===== src/rtl/vec_operand_fetch.sv =====
`default_nettype none
// +----------------------------------------------------------------------------+
// | vec_operand_fetch : walks two VRF read ports and streams paired beats out  |
// | Rev 1.0                                                                    |
// +----------------------------------------------------------------------------+
module vec_operand_fetch #(
  parameter int VLEN       = 16384,
  parameter int DATA_WIDTH = 64,
  parameter int DW_B       = DATA_WIDTH >> 3,
  parameter int ADDR_WIDTH = 5,
  parameter int OFF_BITS   = 8
) (
  input  logic                  clk,
  input  logic                  rst_n,
  input  logic                  req_valid,
  output logic                  req_ready,
  input  logic [ADDR_WIDTH-1:0] req_vs1,
  input  logic [ADDR_WIDTH-1:0] req_vs2,
  input  logic                  req_use_vs2,
  input  logic [OFF_BITS:0]     req_beats,
  input  logic [DW_B-1:0]       req_last_mask,
  output logic [DW_B-1:0]       rd_en_1,
  output logic [DW_B-1:0]       rd_en_2,
  output logic [ADDR_WIDTH-1:0] rd_addr_1,
  output logic [ADDR_WIDTH-1:0] rd_addr_2,
  output logic [OFF_BITS-1:0]   rd_off_1,
  output logic [OFF_BITS-1:0]   rd_off_2,
  input  logic [DATA_WIDTH-1:0] rd_data_1,
  input  logic [DATA_WIDTH-1:0] rd_data_2,
  output logic                  out_valid,
  input  logic                  out_ready,
  output logic [DATA_WIDTH-1:0] out_data_1,
  output logic [DATA_WIDTH-1:0] out_data_2,
  output logic [DW_B-1:0]       out_mask,
  output logic                  out_last,
  output logic                  busy
);

  localparam logic [1:0] S_IDLE  = 2'd0;
  localparam logic [1:0] S_ISSUE = 2'd1;
  localparam logic [1:0] S_DRAIN = 2'd2;

  localparam int              MAX_BEATS_I = VLEN / DATA_WIDTH;
  localparam logic [OFF_BITS:0] MAX_BEATS = MAX_BEATS_I[OFF_BITS:0];
  localparam logic [OFF_BITS:0] ONE_BEAT  = {{OFF_BITS{1'b0}}, 1'b1};

  logic [1:0]            state_q, state_d;
  logic [ADDR_WIDTH-1:0] vs1_q, vs2_q;
  logic                  use_vs2_q;
  logic [DW_B-1:0]       last_mask_q;
  logic [OFF_BITS:0]     remaining_q;
  logic [OFF_BITS-1:0]   off_q, off_hold_q;
  logic                  inflight_q, infl_last_q;
  logic [DW_B-1:0]       infl_mask_q;

  logic [DATA_WIDTH-1:0] fifo_d1_q [2];
  logic [DATA_WIDTH-1:0] fifo_d2_q [2];
  logic [DW_B-1:0]       fifo_mask_q [2];
  logic [1:0]            fifo_last_q;
  logic                  wr_ptr_q, rd_ptr_q;
  logic [1:0]            count_q;

  logic                  accept, issue, push, pop, last_issue;
  logic [2:0]            credit;
  logic [DW_B-1:0]       cur_mask;
  logic [OFF_BITS:0]     beats_clamped;

  assign req_ready = (state_q == S_IDLE);
  assign busy      = ~req_ready;
  assign accept    = req_valid & req_ready & (req_beats != '0);

  // Out-of-range beat counts are clamped so the offset can never wrap.
  assign beats_clamped = (req_beats > MAX_BEATS) ? MAX_BEATS : req_beats;

  assign out_valid = (count_q != 2'd0);
  assign pop       = out_valid & out_ready;
  assign push      = inflight_q;

  // Entries already owed to the FIFO (stored + in flight) minus this cycle's pop.
  assign credit     = {1'b0, count_q} + {2'b00, inflight_q} - {2'b00, pop};
  assign issue      = (state_q == S_ISSUE) && (credit < 3'd2);
  assign last_issue = (remaining_q == ONE_BEAT);
  assign cur_mask   = last_issue ? last_mask_q : {DW_B{1'b1}};

  assign rd_en_1   = issue ? cur_mask : '0;
  assign rd_en_2   = (issue && use_vs2_q) ? cur_mask : '0;
  assign rd_addr_1 = vs1_q;
  assign rd_addr_2 = vs2_q;
  assign rd_off_1  = issue ? off_q : off_hold_q;
  assign rd_off_2  = issue ? off_q : off_hold_q;

  assign out_data_1 = out_valid ? fifo_d1_q[rd_ptr_q]   : '0;
  assign out_data_2 = out_valid ? fifo_d2_q[rd_ptr_q]   : '0;
  assign out_mask   = out_valid ? fifo_mask_q[rd_ptr_q] : '0;
  assign out_last   = out_valid & fifo_last_q[rd_ptr_q];

  always_comb begin
    state_d = state_q;
    case (state_q)
      S_IDLE:  if (accept) state_d = S_ISSUE;
      S_ISSUE: if (issue && last_issue) state_d = S_DRAIN;
      S_DRAIN: if (pop && out_last) state_d = S_IDLE;
      default: state_d = S_IDLE;
    endcase
  end

  always_ff @(posedge clk or negedge rst_n) begin
    if (!rst_n) begin
      state_q     <= S_IDLE;
      vs1_q       <= '0;
      vs2_q       <= '0;
      use_vs2_q   <= 1'b0;
      last_mask_q <= '0;
      remaining_q <= '0;
      off_q       <= '0;
      off_hold_q  <= '0;
      inflight_q  <= 1'b0;
      infl_mask_q <= '0;
      infl_last_q <= 1'b0;
    end else begin
      state_q    <= state_d;
      inflight_q <= issue;
      if (accept) begin
        vs1_q       <= req_vs1;
        vs2_q       <= req_vs2;
        use_vs2_q   <= req_use_vs2;
        last_mask_q <= req_last_mask;
        remaining_q <= beats_clamped;
        off_q       <= '0;
      end else if (issue) begin
        off_hold_q  <= off_q;
        off_q       <= off_q + 1'b1;
        remaining_q <= remaining_q - ONE_BEAT;
        infl_mask_q <= cur_mask;
        infl_last_q <= last_issue;
      end
    end
  end

  always_ff @(posedge clk or negedge rst_n) begin
    if (!rst_n) begin
      for (int i = 0; i < 2; i++) begin
        fifo_d1_q[i]   <= '0;
        fifo_d2_q[i]   <= '0;
        fifo_mask_q[i] <= '0;
      end
      fifo_last_q <= '0;
      wr_ptr_q    <= 1'b0;
      rd_ptr_q    <= 1'b0;
      count_q     <= 2'd0;
    end else begin
      if (push) begin
        fifo_d1_q[wr_ptr_q]   <= rd_data_1;
        fifo_d2_q[wr_ptr_q]   <= rd_data_2;
        fifo_mask_q[wr_ptr_q] <= infl_mask_q;
        fifo_last_q[wr_ptr_q] <= infl_last_q;
        wr_ptr_q              <= ~wr_ptr_q;
      end
      if (pop) rd_ptr_q <= ~rd_ptr_q;
      count_q <= count_q + {1'b0, push} - {1'b0, pop};
    end
  end

endmodule
`default_nettype wire


===== config.mk =====
export PLATFORM = sky130hd
export DESIGN_NAME = vec_operand_fetch
export DESIGN_NICKNAME = d
export VERILOG_FILES = /design/src/rtl/vec_operand_fetch.sv
export SDC_FILE = /design/constraint.sdc
export NUM_CORES = 1
export LEC_CHECK = 0
export BUFFER_PORTS_ARGS = -buffer_cell sky130_fd_sc_hd__buf_2
export CAP_MARGIN = 25
export CORE_MARGIN = 5
export CORE_UTILIZATION = 49
export DETAILED_ROUTE_END_ITERATION = 16
export GPL_ROUTABILITY_DRIVEN = 0
export PLACE_DENSITY = 0.76
export SYNTH_ARGS = -nofsm -noshare
export SYNTH_HDL_FRONTEND = slang
export SYNTH_SLANG_ARGS = --single-unit

===== constraint.sdc =====
create_clock -name clk -period 3.2 [get_ports clk]
set_clock_uncertainty 0.15 [all_clocks]
set_input_delay 0.48 -clock clk [delete_from_list [all_inputs] [get_ports clk]]
set_output_delay 0.48 -clock clk [all_outputs]
set_load 0.01 [all_outputs]

## Word level (Yosys, flattened, before mapping)

Index checks and enable logic that the tools add are counted.
W data, S select, Z words.

- Bits in registers: 334
- Output and inout bits: 182
- Input bits: 160
- Latch bits: 0
- Logic and storage cells: 100
- Bits in read-only memories: 0
- Memory bits (writable): 0
- Memories kept: 0

- Multipliers: 0
- $lt $le $gt $ge: 8
- Shift-type cells: 0
- Add/subtract/negate cells: 6
- Reductions and logical operators: 12
- Bitwise operators: 10
- Divide/modulo/power cells: 0
- Eq/ne operators: 6
- Multiplexer cells: 37

Operators by type and width:

| operator | count |
|---|---|
| $mux W64 | 9 |
| $bwmux W128 | 2 |
| $mux W8 | 11 |
| $demux W64 S1 | 1 |
| $mux W9 | 3 |
| $bwmux W16 | 1 |
| $eq A9 B1 Y1 const B | 1 |
| $gt A9 B9 Y1 const B | 1 |
| $reduce_bool A9 Y1 | 1 |
| $sub A9 B1 Y9 const B | 1 |
| $add A8 B1 Y8 const B | 1 |
| $demux W8 S1 | 1 |
| $logic_and A1 B1 Y1 | 6 |
| $mux W2 | 3 |
| $pmux W2 S3 | 1 |
| $and A1 B1 Y1 | 4 |
| $ge A2 B2 Y1 const B | 2 |
| $lt A1 B2 Y1 const B | 2 |
| $ne A2 B1 Y1 const B | 2 |
| $not A1 Y1 | 4 |
| $not A1 Y2 | 2 |
| $reduce_bool A2 Y1 | 2 |
| $add A2 B1 Y3 | 1 |
| $lt A3 B2 Y1 const B | 1 |
| 14 further kinds | 16 |

## Depth between registers and ports, before layout

Gate-level depths: netlist (run 1).

- Depth in word-level cells: 8
- Depth in mapped cells: 17

## Worst setup path before layout (run 1)

OpenSTA, ideal clock, no wires.

- Kind: register -> output
- Start point: register count_q[1]
- End point: output rd_off_2[3]
- Buffers on the path: 4
- Data arrival time: 2.934 ns
- Stages on the path, launching flop included: 18
- Path slack: -0.364 ns
- Path through: dfrtp_1 > nor2_1 > inv_1 > and2_1 > ha_1 > inv_1 > ha_1 > inv_1 > fa_1 > and3b_1 > buf_2 > nand2_1 > inv_1 > buf_4 > buf_2 > nand2_1 > nand2_1 > buf_4

- Longest elaborated chain between the ends: 6
- Elaborated cells on any way between the ends: 7

RTL lines:

| what | RTL line | text |
|---|---|---|
| start, declared | 61 | `logic [1:0] count_q;` |
| start signal, assigned | 160 | `count_q <= count_q + {1'b0, push} - {1'b0, pop};` |
| $reduce_bool A2 Y1 | 75 | `assign out_valid = (count_q != 2'd0);` |
| named net out_valid | 30 | `output logic out_valid,` |
| $and A1 B1 Y1 | 76 | `assign pop = out_valid & out_ready;` |
| named net pop | 63 | `logic accept, issue, push, pop, last_issue;` |
| $sub A3 B1 Y3 | 80 | `assign credit = {1'b0, count_q} + {2'b00, inflight_q} - {2'b00, pop};` |
| $lt A3 B2 Y1 | 81 | `assign issue = (state_q == S_ISSUE) && (credit < 3'd2);` |
| $logic_and A1 B1 Y1 | 81 |  |
| named net issue | 63 |  |
| $mux W8 | - |  |
| end, declared | 27 | `output logic [OFF_BITS-1:0] rd_off_2,` |

The timed path passes the listed nets, and every way through them passes these cells.

## Worst setup path in the final report (run 1)

- Start point: register count_q[1]
- End point: output rd_off_2[4]

- Longest elaborated chain between the ends: 6
- Elaborated cells on any way between the ends: 7

RTL lines:

| what | RTL line |
|---|---|
| $reduce_bool A2 Y1 | 75 |
| $and A1 B1 Y1 | 76 |
| named net pop | 63 |
| $sub A3 B1 Y3 | 80 |
| $lt A3 B2 Y1 | 81 |
| $logic_and A1 B1 Y1 | 81 |
| $mux W8 | - |

The timed path passes the listed nets, and every way through them passes these cells.

==> results of run 1 <==
[report_power, final]
group          leakage [nW]  total (mW)  switching (mW)  internal (mW)
Clock                 0.625        4.25            1.64           2.61
Combinational          4.63        10.9            5.50           5.39
Sequential             3.93        7.53            1.17           6.36
Total                  9.18        22.7            8.31           14.4
[cells by family (layout without fill, tap and decap cells)]
| family | after synthesis | after routing | synth area share |
|---|---|---|---|
| buf+inv | 93 | 461 | 0.0303 |
| flops | 334 | 334 | 0.557 |
| xor+xnor | 13 | 13 | 0.00759 |
| compound gates | 28 | 28 | 0.0138 |
| fa+ha+maj | 6 | 6 | 0.00551 |
| mux | 431 | 431 | 0.312 |
| other cells | 0 | 4 | 0 |
| simple gates | 265 | 265 | 0.0734 |
[worst max-delay path: cells and delay by family (launching register included)]
family | cells | cell delay, ns
buffers and inverters | 6 | 0.50
adders and majority gates | 3 | 0.84
and+or+nand+nor | 6 | 0.71
DFF | 1 | 0.42
[final timing paths]
path	start	to	slack, ns	cells after the start
hold reg to reg	infl_mask_q[1]	infl_mask_q[1]	0.35	2
hold / removal	req_beats[7]	remaining_q[7]	0.05	3
setup / recovery	count_q[1]	rd_off_2[4]	-0.40	15
max in group asynchronous	rst_n	remaining_q[5]	1.71	3
setup reg to reg	count_q[1]	remaining_q[5]	0.11	15
min in group asynchronous	rst_n	fifo_d2_q[47]	0.38	2
[final cells by class]
cell class,count,share of cell area
antenna,4,0.000530
clock buffer,59,0.0626
sequential,334,0.443
inverter,13,0.00285
multi-input combinational,743,0.339
clock inverter,8,0.00384
timing repair buffer,381,0.122
tap,396,0.0263
[metrics by stage]
stage                util  hold slack, ns
floorplan               -          0.0344
global route        0.620          0.0435
CTS                 0.620          0.0346
detailed placement  0.573           0.328
finish              0.620          0.0528
global placement    0.573           0.326
[synth_stat cells, types with 7 or more instances]
cell type,number,share of area
dfrtp_1,334,0.56
mux2_2,294,0.22
nor2_1,178,0.045
mux2i_1,137,0.091
nand2_1,55,0.014
buf_2,48,0.016
clkbuf_1,18,0.0045
inv_1,13,0.0033
o21ai_0,12,0.0040
buf_4,10,0.0050
xor2_1,7,0.0041
[registers in the layout, summed over array words and instances, names as in the netlist, 8 cells and up]
register and count:
off_hold_q 8, infl_mask_q 8, off_q 8, fifo_d2_q 128
fifo_d1_q 128, last_mask_q 8, remaining_q 9, fifo_mask_q 16
[repair_timing]
action | in CTS | in global routing
hold buffers | 1 | 0
endpoints found under the setup margin | 116 | 103
cloned | 1 | 0
pin swaps | 11 | 0
endpoints found under the hold margin | 58 | 0
buffers inserted | 5 | 0
resized for setup | 23 | 0
[per-layer routing]
metal,up-vias,part of all wire,global-route usage
met2,303,0.50,0.350
met4,2,0.024,0.0578
li1,4730,-,-
met1,5160,0.42,0.267
met5,-,0.00037,0
met3,61,0.062,0.0414
==> impl_metrics.env, run 1 <==
export IMPL_die_width_um=185
export IMPL_cp_start_kind="flip-flop"
export IMPL_required_ns=2.57
export IMPL_grt_pass1_wl_um=57000
export IMPL_synth_nets=1336
export IMPL_grt_antenna_before_repair=5
export IMPL_drive_above_1_share=0.508
export IMPL_critPathKind="reg2out"
export IMPL_clk_path_buf_depth=3
export IMPL_synth_area_mm2=0.0150
export IMPL_yosys_most_used_dff="dfrtp_1"
export IMPL_grt_usage=0.205
export IMPL_p_leak_nw=9.18
export IMPL_wl_per_cell_um=18.2
export IMPL_cap_violations=0
export IMPL_yosysUniqueCellTypes=44
export IMPL_hold_path_class="in2reg"
export IMPL_place_ws_ns=-0.0358
export IMPL_tns_ns=-11.45
export IMPL_h_tree_depth=2
export IMPL_die_area_mm2=0.0342
export IMPL_peakVddDrop_mv=1.18
export IMPL_violations="negative setup slack"
export IMPL_io_buffers=341
export IMPL_crit_path_max_incr_delay_ns=0.51
export IMPL_design_core_area_mm2=0.0304
export IMPL_drc_errors=0
export IMPL_insertion_delay_ns=0.50
export IMPL_grt_pass1_vias=11100
export IMPL_syn2layout_area_growth_pct=25.8
export IMPL_drt_initial_drc_count=552
export IMPL_fmax_ghz=0.278
export IMPL_power_mw=22.7
export IMPL_worst_slack_ns=-0.402
export IMPL_drv_slew=0
export IMPL_final_nets=1676
export IMPL_die_h_um=185
export IMPL_critPathMaxFanout=5
export IMPL_start_util=0.493
export IMPL_syn_inst=1170
export IMPL_synth_seq_cells=334
export IMPL_finalCritPeriodShare=1.13
export IMPL_status="complete, but fails checks"
export IMPL_slew_headroom=0.395
export IMPL_async_flop_share=1.00
export IMPL_setup_viol=32
export IMPL_cp_end_kind="output port"
export IMPL_crit_slowest_cell="fa_1"
export IMPL_vias=10300
export IMPL_final_common_cell="dfrtp_1"
export IMPL_tritoncts="yes"
export IMPL_synth_edf_count=0
export IMPL_p_per_area_mw_per_mm2=1200
export IMPL_viasPerCell=5.29
export IMPL_final_cell_mix="332 x dfrtp_1, 328 x buf_2, 294 x mux2_2"
export IMPL_timing_final_crit_period_ns=3.60
export IMPL_dp_cells=1860
export IMPL_syn_avg_cell_area_um2=12.8
export IMPL_io_pins=342
export IMPL_grt_overflow_total=0
export IMPL_finalNonFillerCells=1938
export IMPL_fillers=2396
export IMPL_multi_input_area_mm2=0.00640
export IMPL_cts_buffers_inserted=37
export IMPL_clk_pin_slew_worst_paths_ns=0.06
export IMPL_first_pass_iters=4
export IMPL_finalHoldViolCount=0
export IMPL_grt_max_degree=85
export IMPL_register_area_mm2=0.00836
export IMPL_path_cells="nor2_4 -> inv_2 -> and2_4 -> ha_4 -> inv_2 -> ha_4 -> inv_2 -> fa_1 -> and3b_2 -> nand2_4 -> inv_6 -> buf_12 -> nand2_4 -> nand2_4 -> buf_2"
export IMPL_antenna_left=0
export IMPL_num_rows=64
export IMPL_drt_total_wl_um=35300
export IMPL_seq_area_frac_synth=0.557
export IMPL_cts_root_buf="clkbuf_16"
export IMPL_dpl_cell_area_mm2=0.0174
export IMPL_synth_warnings=0
export IMPL_tightest_slew_ns=0.905
export IMPL_rsz0062_at_grt="true"
export IMPL_crit_arrival_ns=2.97
export IMPL_clock_sinks=334
export IMPL_place_hpwl_um=24100
export IMPL_finish_instance_area_mm2=0.0189
No activity file was read; power rests on OpenSTA's default activity.
==> run 2, diff against run 1 <==
- BUFFER_PORTS_ARGS: -buffer_cell sky130_fd_sc_hd__buf_2 -> unset
- CORE_UTILIZATION: 49 -> 51
- DONT_BUFFER_PORTS: unset -> 1
- PLACE_DENSITY: 0.76 -> 0.69
- SETUP_SLACK_MARGIN: unset -> 0.5
==> impl_metrics.env, run 2 (synthesis results as in run 1) <==
export IMPL_status="complete, but fails checks"
export IMPL_violations="negative hold slack, negative setup slack"
export IMPL_clk_path_buf_depth=3
export IMPL_finalNonFillerCells=1743
export IMPL_wl_per_cell_um=20.4
export IMPL_antenna_left=0
export IMPL_die_h_um=181
export IMPL_worstReg2RegStart="count_q[1]"
export IMPL_worst_slack_ns=-0.340
export IMPL_tritoncts="yes"
export IMPL_place_hpwl_um=21800
export IMPL_drive_above_1_share=0.353
export IMPL_grt_max_degree=335
export IMPL_grt_overflow_total=0
export IMPL_drt_total_wl_um=35500
export IMPL_vias=9592
export IMPL_drv_slew=0
export IMPL_clk_pin_slew_worst_paths_ns=0.06
export IMPL_timing_final_crit_period_ns=3.54
export IMPL_start_util=0.520
export IMPL_grt_usage=0.212
export IMPL_design_core_area_mm2=0.0289
export IMPL_hold_path_class="in2async"
export IMPL_num_rows=62
export IMPL_finalHoldViolCount=334
export IMPL_cts_buffers_inserted=36
export IMPL_whs_ns=-0.471
export IMPL_h_tree_depth=2
export IMPL_dr_max_layer_used="met4"
export IMPL_final_common_cell="dfrtp_1"
export IMPL_required_ns=2.57
export IMPL_critPathMaxFanout=16
export IMPL_cap_violations=0
export IMPL_critPathKind="reg2out"
export IMPL_drc_errors=0
export IMPL_top_regs="fifo_d1_q: 128 flops, fifo_d2_q: 128 flops, fifo_mask_q: 16 flops"
export IMPL_finalCritPeriodShare=1.11
export IMPL_ctsHoldBuffers=154
export IMPL_first_pass_iters=4
export IMPL_dp_cells=1497
export IMPL_peakVddDrop_mv=0.963
export IMPL_rsz0062_at_grt="true"
export IMPL_syn2layout_area_growth_pct=26.4
export IMPL_final_nets=1500
export IMPL_dpl_cell_area_mm2=0.0156
export IMPL_p_per_area_mw_per_mm2=1180
export IMPL_drt_initial_drc_count=512
export IMPL_slew_headroom=0.391
export IMPL_crit_arrival_ns=2.91
export IMPL_clock_sinks=334
export IMPL_grt_pass1_wl_um=57600
export IMPL_wl_met2_um=17300
export IMPL_grt_antenna_before_repair=1
export IMPL_grt_pass1_vias=10500
export IMPL_cp_start_kind="flip-flop"
export IMPL_timing_reg2reg_setup_slack_ns=-0.32
export IMPL_fillers=2146
export IMPL_fmax_ghz=0.282
export IMPL_tightest_slew_ns=0.910
export IMPL_p_leak_nw=8.49
export IMPL_setup_viol=43
export IMPL_wl_met3_um=2300
export IMPL_tns_ns=-12.51
export IMPL_io_buffers=0
export IMPL_insertion_delay_ns=0.50
export IMPL_viasPerCell=5.50
export IMPL_finish_instance_area_mm2=0.0190
export IMPL_r2r_end="remaining_q[1]"
export IMPL_die_width_um=181
export IMPL_io_pins=342
export IMPL_cp_end_kind="output port"
export IMPL_final_cell_mix="332 x dfrtp_1, 293 x mux2_2, 159 x nor2_1"
export IMPL_reg2regPathDepth=20
export IMPL_cts_root_buf="clkbuf_16"
export IMPL_die_area_mm2=0.0329
export IMPL_wl_met1_um=14900
==> run 2: changes by cell type in the layout (fill, tap and decap cells not counted), moves of 6 or more <==
cell / delta
dlygate4sd3_1: +153
o21ai_0: -12
buf_2: -328
o21ai_2: +6
clkbuf_8: -6
nor2_1: -18
nor2_4: +16
o21ai_1: +6
==> run 2: area by class of cell <==
class	instances	area, µm²	share of cell area
Antenna cell	1	2.50	0.000132
Multi-Input combinational cell	743	6660	0.351
Clock buffer	53	1060	0.0557
Inverter	13	53.8	0.00284
Tap cell	384	480	0.0253
Clock inverter	9	120	0.00633
Timing Repair Buffer	206	2230	0.117
Sequential cell	334	8360	0.441
==> run 2: worst max-delay path by stage <==
| stage | start | to | slack [ns] | cells after the start |
|---|---|---|---|---|
| after detailed placement | count_q[0] | rd_en_2[5] | -0.03 | 13 |
| after global placement | count_q[0] | rd_en_2[5] | 0.03 | 13 |
| after floorplan | count_q[1] | rd_off_2[3] | -0.03 | 17 |
| after global routing | count_q[1] | rd_off_1[2] | -0.47 | 13 |
| final | count_q[1] | rd_off_1[2] | -0.34 | 13 |
| after CTS | count_q[1] | rd_off_1[3] | -0.36 | 14 |
==> run 2: per-layer routing <==
metal | vias to the layer above | global-route usage
li1 | 4372 | -
met2 | 312 | 0.352
met3 | 69 | 0.0518
met5 | - | 0
met1 | 4839 | 0.280
met4 | 0 | 0.0606
==> run 2: power by group <==
| group | total [mW] | leakage, nW | switching [mW] | internal [mW] |
|---|---|---|---|---|
| clock | 4.10 | 0.583 | 1.58 | 2.52 |
| sequential | 7.56 | 3.93 | 1.21 | 6.36 |
| combinational | 10.6 | 3.97 | 5.57 | 5.07 |
| total | 22.3 | 8.49 | 8.36 | 14.0 |
==> run 2: critical path, cell delays in order, from the launching register on <==
cell and delay (ns):
dfrtp_2 0.42, nor2_4 0.12, inv_2 0.04, and2_4 0.14, ha_4 0.26, inv_2 0.04, ha_4 0.14, inv_2 0.04
fa_1 0.42, and3b_2 0.24, nand2_4 0.13, buf_16 0.19, nand2_2 0.11, nand2_4 0.11
==> run 2: timing repair <==
action | 4_1_cts | 5_1_grt
endpoints found under the hold margin | 616 | 334
resized for setup | 45 | 29
pin swaps | 11 | 16
gates cloned | 3 | 0
setup buffers | 18 | 8
setup endpoints to repair | 160 | 150
==> run 2: stage by stage <==
step / hold WS, ns / util / total power, mW / setup slack [ns]
after global routing: -0.498 / 0.657 / 23.8 / -0.469
after global placement: 0.0428 / 0.542 / 16.2 / 0.0278
after detailed placement: 0.0453 / 0.542 / 16.5 / -0.0260
final: -0.471 / 0.657 / 22.3 / -0.340
after CTS: -0.490 / 0.650 / 22.0 / -0.359
after floorplan: 0.0344 / - / 14.7 / -0.0338
==> run 3, diff against run 2 <==
- CELL_PAD_IN_SITES_DETAIL_PLACEMENT: unset -> 0
- CELL_PAD_IN_SITES_GLOBAL_PLACEMENT: unset -> 1
- CORE_UTILIZATION: 51 -> 46
- PLACE_DENSITY: 0.69 -> unset
- PLACE_DENSITY_LB_ADDON: unset -> 0.1
==> impl_metrics.env, run 3 (synthesis results as in run 1) <==
export IMPL_seq_power_share=0.344
export IMPL_die_area_mm2=0.0363
export IMPL_dp_cells=1564
export IMPL_critPathMaxFanout=5
export IMPL_p_sw_frac=0.372
export IMPL_rsz0062_at_grt="true"
export IMPL_antenna_left=0
export IMPL_place_ws_ns=0.0313
export IMPL_cp_common_cell="inv_2"
export IMPL_cp_start_kind="flip-flop"
export IMPL_power_mw=22.0
export IMPL_top_regs="fifo_d1_q: 128 flops, fifo_d2_q: 128 flops, fifo_mask_q: 16 flops"
export IMPL_first_pass_iters=4
export IMPL_path_cells="nor2_4 -> inv_2 -> and2_4 -> ha_4 -> inv_2 -> ha_4 -> inv_2 -> fa_2 -> and3b_2 -> nand2_4 -> inv_4 -> nand2_4 -> buf_8 -> nor2_4 -> buf_6"
export IMPL_status="complete, but fails checks"
export IMPL_finalCritPeriodShare=1.12
export IMPL_place_hpwl_um=22100
export IMPL_power_internal_mw=13.8
export IMPL_tightest_slew_ns=0.967
export IMPL_whs_ns=-0.472
export IMPL_clk_path_buf_depth=3
export IMPL_clkPwrFrac=0.193
export IMPL_setup_viol=32
export IMPL_violations="negative hold slack, negative setup slack"
export IMPL_vias=9450
export IMPL_final_nets=1510
export IMPL_drc_errors=0
export IMPL_die_h_um=191
export IMPL_drt_total_wl_um=35200
export IMPL_viasPerCell=5.20
export IMPL_required_ns=2.57
export IMPL_tns_ns=-10.91
export IMPL_io_pins=342
export IMPL_final_common_cell="dfrtp_1"
export IMPL_die_width_um=191
export IMPL_p_leak_nw=8.56
export IMPL_h_tree_depth=2
export IMPL_io_buffers=0
export IMPL_cap_violations=0
export IMPL_finalHoldViolCount=334
export IMPL_grt_max_degree=335
export IMPL_grt_usage=0.189
export IMPL_peakVddDrop_mv=0.545
export IMPL_drive_above_1_share=0.353
export IMPL_timing_reg2reg_setup_slack_ns=0
export IMPL_p_per_area_mw_per_mm2=1150
export IMPL_clk_pin_slew_worst_paths_ns=0.06
export IMPL_num_rows=66
export IMPL_tritoncts="yes"
export IMPL_comb_power_share=0.463
export IMPL_crit_slowest_cell="fa_2"
export IMPL_cts_root_buf="clkbuf_16"
export IMPL_worst_slack_ns=-0.381
export IMPL_fmax_ghz=0.279
export IMPL_grt_pass1_vias=9963
export IMPL_final_cell_mix="332 x dfrtp_1, 294 x mux2_2, 160 x nor2_1"
export IMPL_cts_buffers_inserted=38
export IMPL_slew_headroom=0.355
export IMPL_design_core_area_mm2=0.0324
export IMPL_clock_sinks=334
export IMPL_grt_pass1_wl_um=55600
export IMPL_grt_overflow_total=0
export IMPL_critPathKind="reg2out"
export IMPL_finalNonFillerCells=1817
export IMPL_drt_initial_drc_count=426
export IMPL_syn2layout_area_growth_pct=27.5
export IMPL_timing_final_crit_period_ns=3.58
export IMPL_crit_arrival_ns=2.95
export IMPL_ctsHoldBuffers=153
export IMPL_switchingPower_mw=8.18
export IMPL_insertion_delay_ns=0.51
export IMPL_grt_antenna_before_repair=2
export IMPL_start_util=0.463
export IMPL_wl_per_cell_um=19.4
export IMPL_crit_path_max_incr_delay_ns=0.53
export IMPL_drv_slew=0
export IMPL_cp_end_kind="output port"
export IMPL_hold_path_class="in2async"
## run 3: cell types whose count changed in the layout (fill, tap and decap cells not counted), moves of 2 or more
| cell | before | now |
|---|---|---|
| clkbuf_8 | 7 | 11 |
| o21ai_0 | 0 | 6 |
| buf_4 | 20 | 23 |
| clkbuf_16 | 37 | 41 |
| bufinv_16 | 3 | 0 |
| clkbuf_1 | 9 | 14 |
| buf_6 | 15 | 22 |
| clkinv_2 | 6 | 3 |
| buf_16 | 3 | 1 |
| o21ai_2 | 6 | 0 |
## run 3: layout make-up
| cell class | count | area, µm² |
|---|---|---|
| Fill cell | 2755 | 13300 |
| Sequential cell | 334 | 8360 |
| Multi-Input combinational cell | 743 | 6620 |
| Timing Repair Buffer | 214 | 2280 |
| Clock buffer | 66 | 1230 |
| Tap cell | 442 | 553 |
| Inverter | 13 | 51.3 |
| Clock inverter | 3 | 15.0 |
| Antenna cell | 2 | 5.00 |
## run 3: power by group through the flow
| stage | logic, mW | registers [mW] | clock network (mW) |
|---|---|---|---|
| global route | 11.1 | 7.85 | 4.54 |
| finish | 10.2 | 7.55 | 4.25 |
| global placement | 8.80 | 7.60 | 0 |
| floorplan | 7.49 | 7.23 | 0 |
| detailed placement | 8.95 | 7.68 | 0 |
| CTS | 10.0 | 7.57 | 4.37 |
## run 3: worst paths after layout
kind | startpoint | end | cells after the start
worst max-delay path | count_q[0] | rd_en_2[6] | 15
min in group clk | req_beats[2] | remaining_q[2] | 2
max in group asynchronous | rst_n | rd_ptr_q | 0
worst min register to register | infl_mask_q[3] | infl_mask_q[3] | 2
worst min-delay path | rst_n | fifo_d2_q[122] | 0
worst max register to register | count_q[0] | remaining_q[1] | 15
## run 3: per-stage QoR
stage               hold slack, ns  utilization  area [µm²]
floorplan                   0.0344            -       15400
global placement            0.0453        0.488       15800
detailed placement          0.0469        0.488       15800
CTS                         -0.496        0.586       19000
global route                -0.505        0.591       19100
finish                      -0.472        0.591       19100
## run 3: critical path, delay by kind of cell, from the launching register on
kind	cells	cell delay (ns)
flip-flops	1	0.40
buffers and inverters	6	0.48
adder cells (fa/ha/maj)	3	0.85
AND/OR/NAND/NOR	6	0.72
## run 3: repair_timing
| item | 4_1_cts | 5_1_grt |
|---|---|---|
| setup buffers | 21 | 7 |
| hold endpoints to repair | 615 | 334 |
| gates resized for setup | 44 | 24 |
| gates cloned | 1 | 0 |
| setup endpoints to repair | 168 | 142 |
| pin swaps | 14 | 15 |
## run 3: metal layers
metal	vias up	routed length [µm]	GRT usage
li1	4398	-	-
met1	4743	15400	0.259
met2	255	16700	0.304
met3	54	2420	0.0516
met4	0	687	0.0448
met5	-	0	0
